<file path="config.mk">
export PLATFORM = sky130hd
export DESIGN_NAME = crc_serial_engine
export DESIGN_NICKNAME = d
export VERILOG_FILES = /design/src/rtl/crc_pkg.sv /design/src/rtl/crc_lfsr_step.sv /design/src/rtl/crc_serial_engine.sv
export SDC_FILE = /design/constraint.sdc
export NUM_CORES = 1
export LEC_CHECK = 0
export ABC_AREA = 1
export BUFFER_PORTS_ARGS = -buffer_cell sky130_fd_sc_hd__buf_2
export CELL_PAD_IN_SITES_DETAIL_PLACEMENT = 1
export CELL_PAD_IN_SITES_GLOBAL_PLACEMENT = 2
export CORE_ASPECT_RATIO = 2
export CORE_MARGIN = 2
export CORE_UTILIZATION = 31
export CTS_BUF_LIST = sky130_fd_sc_hd__clkbuf_8
export CTS_CLUSTER_DIAMETER = 40
export DETAILED_ROUTE_END_ITERATION = 16
export HOLD_SLACK_MARGIN = 0.15
export PLACE_DENSITY_LB_ADDON = 0.12
export SLEW_MARGIN = 20
export SYNTH_ARGS = -nofsm -noshare
export SYNTH_HDL_FRONTEND = slang
export SYNTH_HIERARCHICAL = 1
export SYNTH_SLANG_ARGS = --single-unit
</file>
<file path="constraint.sdc">
create_clock -name crcclk -period 1.8 [get_ports crcclk]
set_clock_uncertainty 0.15 [all_clocks]
set_input_delay 0.36 -clock crcclk [delete_from_list [all_inputs] [get_ports crcclk]]
set_output_delay 0.36 -clock crcclk [all_outputs]
set_load 0.01 [all_outputs]
</file>
<file path="src/rtl/crc_pkg.sv">
// crc_pkg: shared CRC preset constants and engine state encoding
package crc_pkg;
  localparam logic [4:0]  CRC5_POLY     = 5'b01001;
  localparam logic [4:0]  CRC5_INIT     = 5'b01001;
  localparam logic [15:0] CRC16_POLY    = 16'h1021;
  localparam logic [15:0] CRC16_INIT    = 16'hFFFF;
  localparam logic [15:0] CRC16_RESIDUE = 16'h1D0F;
  typedef enum logic [1:0] {ST_IDLE, ST_ACCUM, ST_SHIFTOUT} state_t;
endpackage

</file>
<file path="src/rtl/crc_lfsr_step.sv">
// crc_lfsr_step: one-bit CRC register update (i_crc, i_bit -> o_crc_next) for generator POLY
import crc_pkg::*;
module crc_lfsr_step #(
  parameter int               WIDTH = 5,
  parameter logic [WIDTH-1:0] POLY  = CRC5_POLY
) (
  input  logic [WIDTH-1:0] i_crc,
  input  logic             i_bit,
  output logic [WIDTH-1:0] o_crc_next
);
  logic w_fb;
  assign w_fb       = i_bit ^ i_crc[WIDTH-1];
  assign o_crc_next = {i_crc[WIDTH-2:0], w_fb} ^ ({WIDTH{w_fb}} & {POLY[WIDTH-1:1], 1'b0});
endmodule

</file>
<file path="src/rtl/crc_serial_engine.sv">
// crc_serial_engine: serial CRC accumulator with MSB-first handshaked output and residue check
// ports: crcclk/reset (sync, high); start, bit_valid/bit_in in; out_start/out_ready -> bit_out/bit_out_valid/out_done; crc, crc_ok, bit_count status
import crc_pkg::*;
module crc_serial_engine #(
  parameter int               WIDTH      = 5,
  parameter logic [WIDTH-1:0] POLY       = CRC5_POLY,
  parameter logic [WIDTH-1:0] INIT       = CRC5_INIT,
  parameter bit               INVERT_OUT = 1'b0,
  parameter logic [WIDTH-1:0] RESIDUE    = '0,
  parameter int               CNT_W      = 8
) (
  input  logic             crcclk,
  input  logic             reset,
  input  logic             start,
  input  logic             bit_valid,
  input  logic             bit_in,
  input  logic             out_start,
  input  logic             out_ready,
  output logic             bit_out,
  output logic             bit_out_valid,
  output logic             out_done,
  output logic [WIDTH-1:0] crc,
  output logic             crc_ok,
  output logic [CNT_W-1:0] bit_count
);
  localparam int OCW = $clog2(WIDTH + 1);
  state_t           r_state, w_state_next;
  logic [WIDTH-1:0] r_crc, w_crc_next, r_sreg, w_sreg_next, w_step;
  logic [CNT_W-1:0] r_cnt, w_cnt_next;
  logic [OCW-1:0]   r_ocnt, w_ocnt_next;
  logic             r_done, w_done_next, w_fold;
  crc_lfsr_step #(.WIDTH(WIDTH), .POLY(POLY)) u_step (
    .i_crc     (r_crc),
    .i_bit     (bit_in),
    .o_crc_next(w_step)
  );
  assign w_fold = r_state == ST_ACCUM && bit_valid;
  // the snapshot takes w_crc_next so a bit arriving with out_start is folded in first
  always_comb begin
    w_state_next = r_state;
    w_crc_next   = w_fold ? w_step : r_crc;
    w_cnt_next   = (w_fold && r_cnt != '1) ? r_cnt + 1'b1 : r_cnt;
    w_sreg_next  = r_sreg;
    w_ocnt_next  = r_ocnt;
    w_done_next  = 1'b0;
    if (start) begin
      w_state_next = ST_ACCUM;
      w_crc_next   = INIT;
      w_cnt_next   = '0;
    end else if (r_state == ST_ACCUM && out_start) begin
      w_state_next = ST_SHIFTOUT;
      w_sreg_next  = w_crc_next;
      w_ocnt_next  = OCW'(WIDTH);
    end else if (r_state == ST_SHIFTOUT && out_ready) begin
      w_sreg_next = r_sreg << 1;
      w_ocnt_next = r_ocnt - 1'b1;
      if (r_ocnt == OCW'(1)) begin
        w_state_next = ST_ACCUM;
        w_done_next  = 1'b1;
      end
    end
  end
  always_ff @(posedge crcclk) begin
    if (reset) begin
      r_state <= ST_IDLE;
      r_crc   <= INIT;
      r_cnt   <= '0;
      r_sreg  <= '0;
      r_ocnt  <= '0;
      r_done  <= 1'b0;
    end else begin
      r_state <= w_state_next;
      r_crc   <= w_crc_next;
      r_cnt   <= w_cnt_next;
      r_sreg  <= w_sreg_next;
      r_ocnt  <= w_ocnt_next;
      r_done  <= w_done_next;
    end
  end
  assign bit_out_valid = r_state == ST_SHIFTOUT;
  assign bit_out       = bit_out_valid & (r_sreg[WIDTH-1] ^ INVERT_OUT);
  assign out_done      = r_done;
  assign crc           = r_crc;
  assign crc_ok        = r_crc == RESIDUE;
  assign bit_count     = r_cnt;
endmodule
</file>
==> impl_metrics.py <==
metrics = {
    "clock_network": {
        "cts_buffers": 3,
        "clk_latency_ns": 0.27,
        "cts_tree": "built",
        "hold_buffers": 0,
        "cts_buffer_depth": 2,
        "cts-root-buf": "clkbuf_8",
        "clk_pin_slew_worst_paths_ns": 0.09,
        "cts-htree-levels": 1,
        "cts.sinks": 24,
        "cts-resized-gates": 0,
        "cts_setup_buffers": 0,
    },
    "final_layout": {
        "fin_nets": 230,
        "diodes": 0,
        "syn_to_final_growth_pct": 14.05,
        "drive_gt1_share_pct": 21.46,
    },
    "pwr": {
        "powerDensity_mw_per_mm2": 679.7,
        "totalPowerFinal_mw": 1.056,
        "peakVddDrop_mv": 0.3815,
        "p_leak_nw": 0.7223,
    },
    "run_status": {
        "status": "complete, no violations",
    },
    "critical_path": {
        "slowest_delay_ns": 0.36,
        "cp_data_required_time_ns": 1.29,
        "slowest_stage": "dfxtp_1",
        "worst-setup-path-type": "register to primary output",
        "end_kind": "primary output",
        "worstSetupStartpointType": "register",
        "crit_chain": "nor3_1, nor3b_1, buf_2",
        "worst-path-max-fanout": 5,
        "crit_arrival_ns": 1.14,
    },
    "grt": {
        "overflow": 0,
        "grt_pass1_vias": 1408,
        "grt_pass1_wl_mm": 6.417,
        "grt_max_degree": 14,
        "grt_antenna_before_repair": 0,
        "track_usage_pct": 16.77,
    },
    "floorplanning": {
        "row_count": 34,
        "dieHeight_microns": 97.76,
        "die-area_sq_mm": 0.004974,
        "core_sq_mm": 0.004297,
        "initial_utilization_pct": 31.71,
        "die_width_microns": 50.88,
        "io_pins": 24,
    },
    "synth": {
        "postSynthCellCount": 196,
        "yosysTopAreaCell": "dfxtp_1",
        "avgSynthCellArea_sq_um": 6.952,
        "yosysWarnings": 6,
        "netlist.area_leader.share_pct": 35.26,
        "synth_area_sq_mm": 0.001363,
        "syn_nets": 206,
        "synth.yosys.seq_area_share_pct": 35.26,
        "ys_seq_elements": 24,
        "synthTopCellsByArea": "dfxtp_1 35%, nand2_1 17%, inv_1 6.6%",
        "synth.distinct_cells": 26,
    },
    "place": {
        "port_buffers": 23,
        "hpwlAfterDp_mm": 3.100,
        "place_congestion": 0.6772,
    },
    "sta": {
        "tightest_slew_ns": 0.2758,
        "finalSetupViolations": 0,
        "finalCritPeriodShare_pct": 91.45,
        "period_minus_slack_ns": 1.646,
        "rsz0062_at_grt": "no",
        "maxSlewHeadroom_pct": 81.50,
        "hold_viol_final": 0,
        "setup_tns_ns": 0,
        "timing.fmax_ghz": 0.6075,
        "finalMaxSlewViolations": 0,
    },
    "detailed_routing": {
        "drtPass1Iterations": 4,
        "post_drt_wl_per_cell_microns": 13.64,
        "routed_wl_mm": 3.725,
        "drc_errors": 0,
        "viasPerCell": 4.751,
        "drtIter0Drc": 7,
        "vias": 1297,
        "drt.antenna.violating_nets": 0,
    },
    "flow_run": {
        "drv_cap": 0,
    },
    "min_path": {
        "hold_class": "primary input to register",
    },
}
-- final cells by class --
type | instances | area [sq um]
Inverter | 30 | 117.6
Fill cell | 578 | 2743
Tap cell | 54 | 67.56
Multi-Input combinational cell | 136 | 703.2
Timing Repair Buffer | 25 | 130.1
Sequential cell | 24 | 480.5
Clock buffer | 4 | 55.05
-- placed cells by master, fill, tap and decap left out, drive strengths merged --
cell type   n
nand3      21
nor3        3
clkbuf      4
nand4      10
ha          3
buf        25
nand2      63
nor3b       1
nand3b      1
clkinv      1
inv        29
nor2       15
or2         2
a21oi      15
dfxtp      24
a31oi       2
-- through the flow --
stage	hold WS, ns	setup WS (ns)	std cells	cell area, sq um	util [%]
floorplan	0.2791	0.3840	196	1363	-
global placement	0.3052	0.3495	269	1499	34.89
detailed placement	0.3126	0.3091	269	1499	34.89
CTS	0.1746	0.1308	273	1554	36.17
global route	0.1896	0.08331	273	1554	36.17
finish	0.1838	0.1539	273	1554	36.17
-- kinds of logic (layout without fill, tap and decap cells) --
logic type,after synthesis,in the layout,synth area share (%)
AOI/OAI and AO/OA,17,17,6.428
adders and majority gates,3,3,2.755
buffers and inverters,36,59,13.13
DFF,24,24,35.26
and+or+nand+nor,116,116,42.42
-- report_power, final --
group          total, mW  switching [mW]  internal (mW)  leakage [nW]
clock              0.378           0.182          0.196        0.0288
combinational      0.126          0.0842         0.0416         0.499
sequential         0.553         0.00841          0.544         0.195
-- flip-flops by register name, indices dropped and copies added (netlist names) --
| register | count |
|---|---|
| bit_count | 8 |
| crc | 5 |
| r_sreg | 5 |
| r_ocnt | 3 |
| r_state | 2 |
| out_done | 1 |
-- synth_stat cells --
cell type  instances
nand2_1           60
dfxtp_1           24
inv_1             24
nand3_1           17
a21oi_1           15
nand4_1           10
nor2_1            10
buf_4              4
ha_1               3
inv_2              3
nor2_4             3
nor3_1             3
a31oi_1            2
inv_4              2
nand2_2            2
nand3_2            2
nand3_4            2
nor2_2             2
buf_12             1
buf_6              1
clkinv_1           1
nand2_4            1
nand3b_1           1
nor3b_1            1
or2_0              1
or2_2              1
-- path summary, 6_finish.rpt --
kind	from	to	slack (ns)	cells after the start
hold reg to reg	r_ocnt[2]$_SDFFE_PP0P_	r_ocnt[2]$_SDFFE_PP0P_	0.32	2
setup / recovery	crc[2]$_SDFF_PP0_	crc_ok	0.15	3
hold / removal	reset	r_ocnt[2]$_SDFFE_PP0P_	0.18	2
setup reg to reg	bit_count[1]$_SDFFE_PP0P_	bit_count[7]$_SDFFE_PP0P_	0.30	8
-- metal layers --
metal	vias up	part of all wire, %	routed length, microns	track usage [%]
li1	669	-	-	-
met4	0	1.3	49	7.069
met5	-	0	0	0
met3	4	1.3	49	1.376
met2	12	65	2437	35.73
met1	612	32	1189	14.37
-- critical path: cells and delay by family, from the launching register on --
kind / cells / cell delay [ns]
flip-flops: 1 / 0.36
AND/OR/NAND/NOR: 2 / 0.35
buffers and inverters: 1 / 0.16
Note: power is estimated with default switching activity, not from simulation.
